`config.mk`:
```
export PLATFORM = sky130hd
export DESIGN_NAME = gerador_paridade_quadro
export DESIGN_NICKNAME = d
export VERILOG_FILES = /design/src/rtl/gerador_paridade_quadro.sv
export SDC_FILE = /design/constraint.sdc
export NUM_CORES = 1
export LEC_CHECK = 0
export BUFFER_PORTS_ARGS = -buffer_cell sky130_fd_sc_hd__buf_2
export CORE_MARGIN = 2
export CORE_UTILIZATION = 45
export CTS_CLUSTER_SIZE = 40
export DETAILED_ROUTE_END_ITERATION = 8
export GPL_TIMING_DRIVEN = 1
export PLACE_DENSITY_LB_ADDON = 0.1
export SYNTH_ARGS = -nofsm -noshare
export SYNTH_HDL_FRONTEND = slang
export SYNTH_SLANG_ARGS = --single-unit
```
`constraint.sdc`:
```
create_clock -name clk -period 2.3 [get_ports clk]
set_input_delay 0.115 -clock clk [delete_from_list [all_inputs] [get_ports clk]]
set_output_delay 0.115 -clock clk [all_outputs]
set_load 0.05 [all_outputs]
```
`src/rtl/gerador_paridade_quadro.sv`:
```
`timescale 1ns/1ps
// Serial parity framer: forwards DATA_BITS data bits, then inserts one parity bit.
// Defining PARITY_CHECK_EN turns it into a checker that consumes the received parity bit and flags mismatches.
module gerador_paridade_quadro #(
    parameter int DATA_BITS   = 8,
    parameter int CNT_W       = $clog2(DATA_BITS) + 1,
    parameter int FRAME_CNT_W = 16
) (
    input  logic                   clk,
    input  logic                   reset,
    input  logic                   odd_sel,
    input  logic                   in_valid,
    input  logic                   in_bit,
    output logic                   in_ready,
    output logic                   out_valid,
    output logic                   out_bit,
    input  logic                   out_ready,
    output logic                   out_is_par,
    output logic                   run_par,
    output logic [FRAME_CNT_W-1:0] frame_cnt
`ifdef PARITY_CHECK_EN
    ,
    output logic                   parity_err
`endif
);

    typedef enum logic {
        DATA,
        PARITY
    } state_t;

    localparam logic [CNT_W-1:0] LAST_BIT = CNT_W'(DATA_BITS - 1);

    state_t           state;
    logic [CNT_W-1:0] cnt;
    logic             acc;
    logic             odd_q;
    logic             load;

    // The single output register may be refilled when empty or being drained.
    assign load    = !out_valid || out_ready;
    assign run_par = acc;

`ifdef PARITY_CHECK_EN
    assign in_ready = load;
`else
    assign in_ready = load && (state == DATA);
`endif

    always_ff @(posedge clk) begin
        if (reset) begin
            state      <= DATA;
            cnt        <= '0;
            acc        <= 1'b0;
            odd_q      <= 1'b0;
            out_valid  <= 1'b0;
            out_bit    <= 1'b0;
            out_is_par <= 1'b0;
            frame_cnt  <= '0;
`ifdef PARITY_CHECK_EN
            parity_err <= 1'b0;
`endif
        end else if (load) begin
`ifdef PARITY_CHECK_EN
            parity_err <= 1'b0;
`endif
            case (state)
                DATA: begin
                    if (in_valid) begin
                        out_bit    <= in_bit;
                        out_valid  <= 1'b1;
                        out_is_par <= 1'b0;
                        acc        <= acc ^ in_bit;
                        // Polarity is latched once per frame so mid-frame changes are ignored.
                        if (cnt == '0) begin
                            odd_q <= odd_sel;
                        end
                        if (cnt == LAST_BIT) begin
                            cnt   <= '0;
                            state <= PARITY;
                        end else begin
                            cnt <= cnt + 1'b1;
                        end
                    end else begin
                        out_valid <= 1'b0;
                    end
                end
                PARITY: begin
`ifdef PARITY_CHECK_EN
                    if (in_valid) begin
                        out_bit    <= in_bit;
                        out_is_par <= 1'b1;
                        out_valid  <= 1'b1;
                        parity_err <= in_bit != (acc ^ odd_q);
                        acc        <= 1'b0;
                        frame_cnt  <= frame_cnt + 1'b1;
                        state      <= DATA;
                    end else begin
                        out_valid <= 1'b0;
                    end
`else
                    out_bit    <= acc ^ odd_q;
                    out_is_par <= 1'b1;
                    out_valid  <= 1'b1;
                    acc        <= 1'b0;
                    frame_cnt  <= frame_cnt + 1'b1;
                    state      <= DATA;
`endif
                end
                default: state <= DATA;
            endcase
        end
    end

endmodule
```
==> summary.md <==
• status: completed
• area of the multi-input gates: 669 um2
• via total after detailed routing: 1095
• antenna violations before repair: 0
• critical path fanouts, max: 15
• All-Layer GR Usage: 16.9%
• total wire length after detailed routing: 2.49 mm
• total power divided by cell area: 600 nW/um2
• initial cell density of the core: 46.5%
• Setup WS pre-CTS: 0.379 ns
• Detailed Route Iter0 Violations: 23
• number of sinks driven by the clock tree: 26
• worst-skew pair later-pin latency: 0.33 ns
• number of buffer and inverter stages on the critical path: 0
• Syn Inst Count: 142
• Worst Path Required: 2.57 ns
• launch instance of the worst register-to-register path: state
• pin count of the biggest net entering global routing: 27
• overall power consumption: 856 uW
• Tightest Pin Transition: 0.474 ns
• register area share after synthesis: 41.7%
• Clock Skews: 0.00437 ns
• dpl hpwl: 1.81 mm
• count of inserted antenna diode cells: 0
• global route overflow: 0
• H-Tree Depth: 1
• EDFF count, synth: 0
• library cell contributing the largest single delay on the critical path: sky130_fd_sc_hd__dfxtp_1
• post-CTS clock slew at the launch and capture registers of the worst setup and hold paths: 0.15 ns
• count of pins over their slew limit: 0
• largest voltage drop on the vdd net: 0.000379 V
• first-pass GRT wire length: 4.34 mm
• Min Hold Slack: 0.0133 ns
• area occupied by registers: 520 um2
• first drt pass iteration count: 4
• total I/O pin count: 27
• Max clock buf depth: 2
• detailed-route vias per instance: 5.59
• startpoint of the worst setup timing path: state
• final routed wire length divided by cell count: 12.7 um
• number of global-route vias before repair: 1020
• hold-fix buffer count after cts: 0
• Setup Fix Bufs, Post-CTS: 0
• layout cells sized above 1: 23.0%
• predominant post-synthesis flop cell: sky130_fd_sc_hd__dfxtp_1
• max-cap violations: 0
• flops & latches, synth: 26
• Mapped Nets: 151
• TritonCTS clock tree: yes
• Final period util: 84.4%
• crit path capture type: flop
• last weighted congestion value of the routability-driven placer: 0.714
• ANT nets after route: 0
• Clock Root Buffer: sky130_fd_sc_hd__clkbuf_4
• crit-path max cell delay: 0.62 ns
• setup slack of the critical path after layout: 0.360 ns
• height of the chip: 56.7 um
• dominant delay contributor by cell family on the critical path: simple AND/OR/NAND/NOR gates
• highest clock rate: 515 MHz
• Crit Path Class: flop to flop
• total setup violations reported at the end of the flow: 0
• Cell Area, Synth: 1250 um2
• post-cts sizing count: 0
• CP cell instances: nand2_1, or3_4, or4_1, a21oi_1
• Layout area overhead: 14.2%
• worst max-slew margin expressed relative to the limit: 68.4%
• NumNets Final: 175
• number of placement rows: 19
• count of warnings emitted by yosys: 0
• DIE AREA: 3210 um2
• origin of the worst min-delay path: odd_sel
• fillcell total: 277
• PortBufs: 26
• crit path DAT: 2.21 ns
• Final Hold Vio Count: 0
• reg-to-reg setup timing slack: 0.36 ns
• core region area: 2690 um2
• path category of the worst min-delay check: input port to flop
• kind of start point of the critical path: flop
• share of flip-flops with an asynchronous set or reset after synthesis: 0%
• leakage: 0.000562 uW
• number of library cell types mapped by synthesis: 36
• Die W: 56.7 um
• accumulated negative setup slack: 0 ns
• Period minus WS final: 1.94 ns
• mean post-synth cell area: 8.79 um2
• post-route DRC violation count: 0
• total CTS buffers: 3
• unrepaired setup endpoints after global routing: false
-- worst register-to-register path, delay by kind of cell (launching register included) --
kind	cells	cell delay (ns)
AND/OR/NAND/NOR	3	1.12
AO/OA/AOI/OAI	1	0.14
flip-flops	1	0.62
-- synthesized netlist by cell type, drive strengths merged (2+ instances only) --
library cell	instances	area [um2]
dfxtp	26	521
a21oi	16	80.1
nor2	16	60.1
nand2	9	33.8
nand3	7	35.0
o31ai	5	37.5
or4	5	37.5
xor2	5	43.8
buf	4	32.5
inv	4	15.0
nand4	4	25.0
o21ai	4	20.0
or3	4	32.5
xnor2	4	35.0
clkbuf	3	11.3
ha	3	37.5
mux2i	3	30.0
nor3b	3	27.5
and2	2	12.5
nor3	2	10.0
nor4b	2	17.5
-- metrics by stage --
step           util, %  instance area (um2)  instances
2_1_floorplan        -                 1250        142
3_3_place_gp      51.1                 1370        192
3_5_place_dp      51.1                 1370        192
4_1_cts           53.1                 1430        196
5_1_grt           53.1                 1430        196
6_report          53.1                 1430        196
-- final cells by class --
type	count	area share, %
Sequential cell	26	36.5
Inverter	4	1.05
Timing Repair Buffer	26	9.12
Clock buffer	3	1.58
Tap cell	31	2.72
Clock inverter	1	2.11
Multi-Input combinational cell	105	46.9
-- where the power goes --
part	total (uW)	internal [uW]	switching (uW)
Clock	320	176	144
Sequential	466	459	7.13
Combinational	69.8	24.6	45.1
Total	856	660	196
-- flip-flops by register name, indices dropped and copies added, names as in the netlist --
| signal | flops |
|---|---|
| cnt | 4 |
| frame_cnt | 16 |
| out_is_par | 1 |
| out_bit | 1 |
| run_par | 1 |
| state | 1 |
| out_valid | 1 |
| odd_q | 1 |
-- layout by cell type, fill, tap and decap left out, types with 3 or more instances in the layout --
| cell | instances |
|---|---|
| sky130_fd_sc_hd__mux2i_1 | 3 |
| sky130_fd_sc_hd__or4_1 | 5 |
| sky130_fd_sc_hd__ha_1 | 3 |
| sky130_fd_sc_hd__buf_2 | 26 |
| sky130_fd_sc_hd__a21oi_1 | 16 |
| sky130_fd_sc_hd__clkbuf_4 | 3 |
| sky130_fd_sc_hd__nand4_1 | 4 |
| sky130_fd_sc_hd__nand3_1 | 7 |
| sky130_fd_sc_hd__o21ai_0 | 4 |
| sky130_fd_sc_hd__xnor2_1 | 4 |
| sky130_fd_sc_hd__dfxtp_1 | 26 |
| sky130_fd_sc_hd__xor2_1 | 5 |
| sky130_fd_sc_hd__nand2_1 | 9 |
| sky130_fd_sc_hd__inv_1 | 4 |
| sky130_fd_sc_hd__o31ai_1 | 5 |
| sky130_fd_sc_hd__nor2_1 | 16 |
-- final timing paths --
kind,end,cells past startpoint
worst max-delay path,frame_cnt[15],4
worst max register to register,frame_cnt[15],4
worst min register to register,out_is_par,2
worst min-delay path,odd_q,3
-- cell families (layout without fill, tap and decap cells) --
logic type | after synthesis | in the layout | synth area share [%]
and+or+nand+nor | 63 | 63 | 29.5
DFF | 26 | 26 | 41.7
adders and majority gates | 3 | 3 | 3.01
muxes | 3 | 3 | 2.40
xor gates and xnor gates | 9 | 9 | 6.31
AOI/OAI and AO/OA | 27 | 27 | 12.4
buffers and inverters | 11 | 34 | 4.71
-- per-layer routing --
metal	vias up	wire length, um	track usage [%]	share of wire, %
met4	0	47	7.14	1.9
met5	-	0	0	0
met3	6	114	2.07	4.6
met1	505	1150	21.6	46
li1	560	-	-	-
met2	24	1180	28.4	47
(Power assumes the default switching activity.)
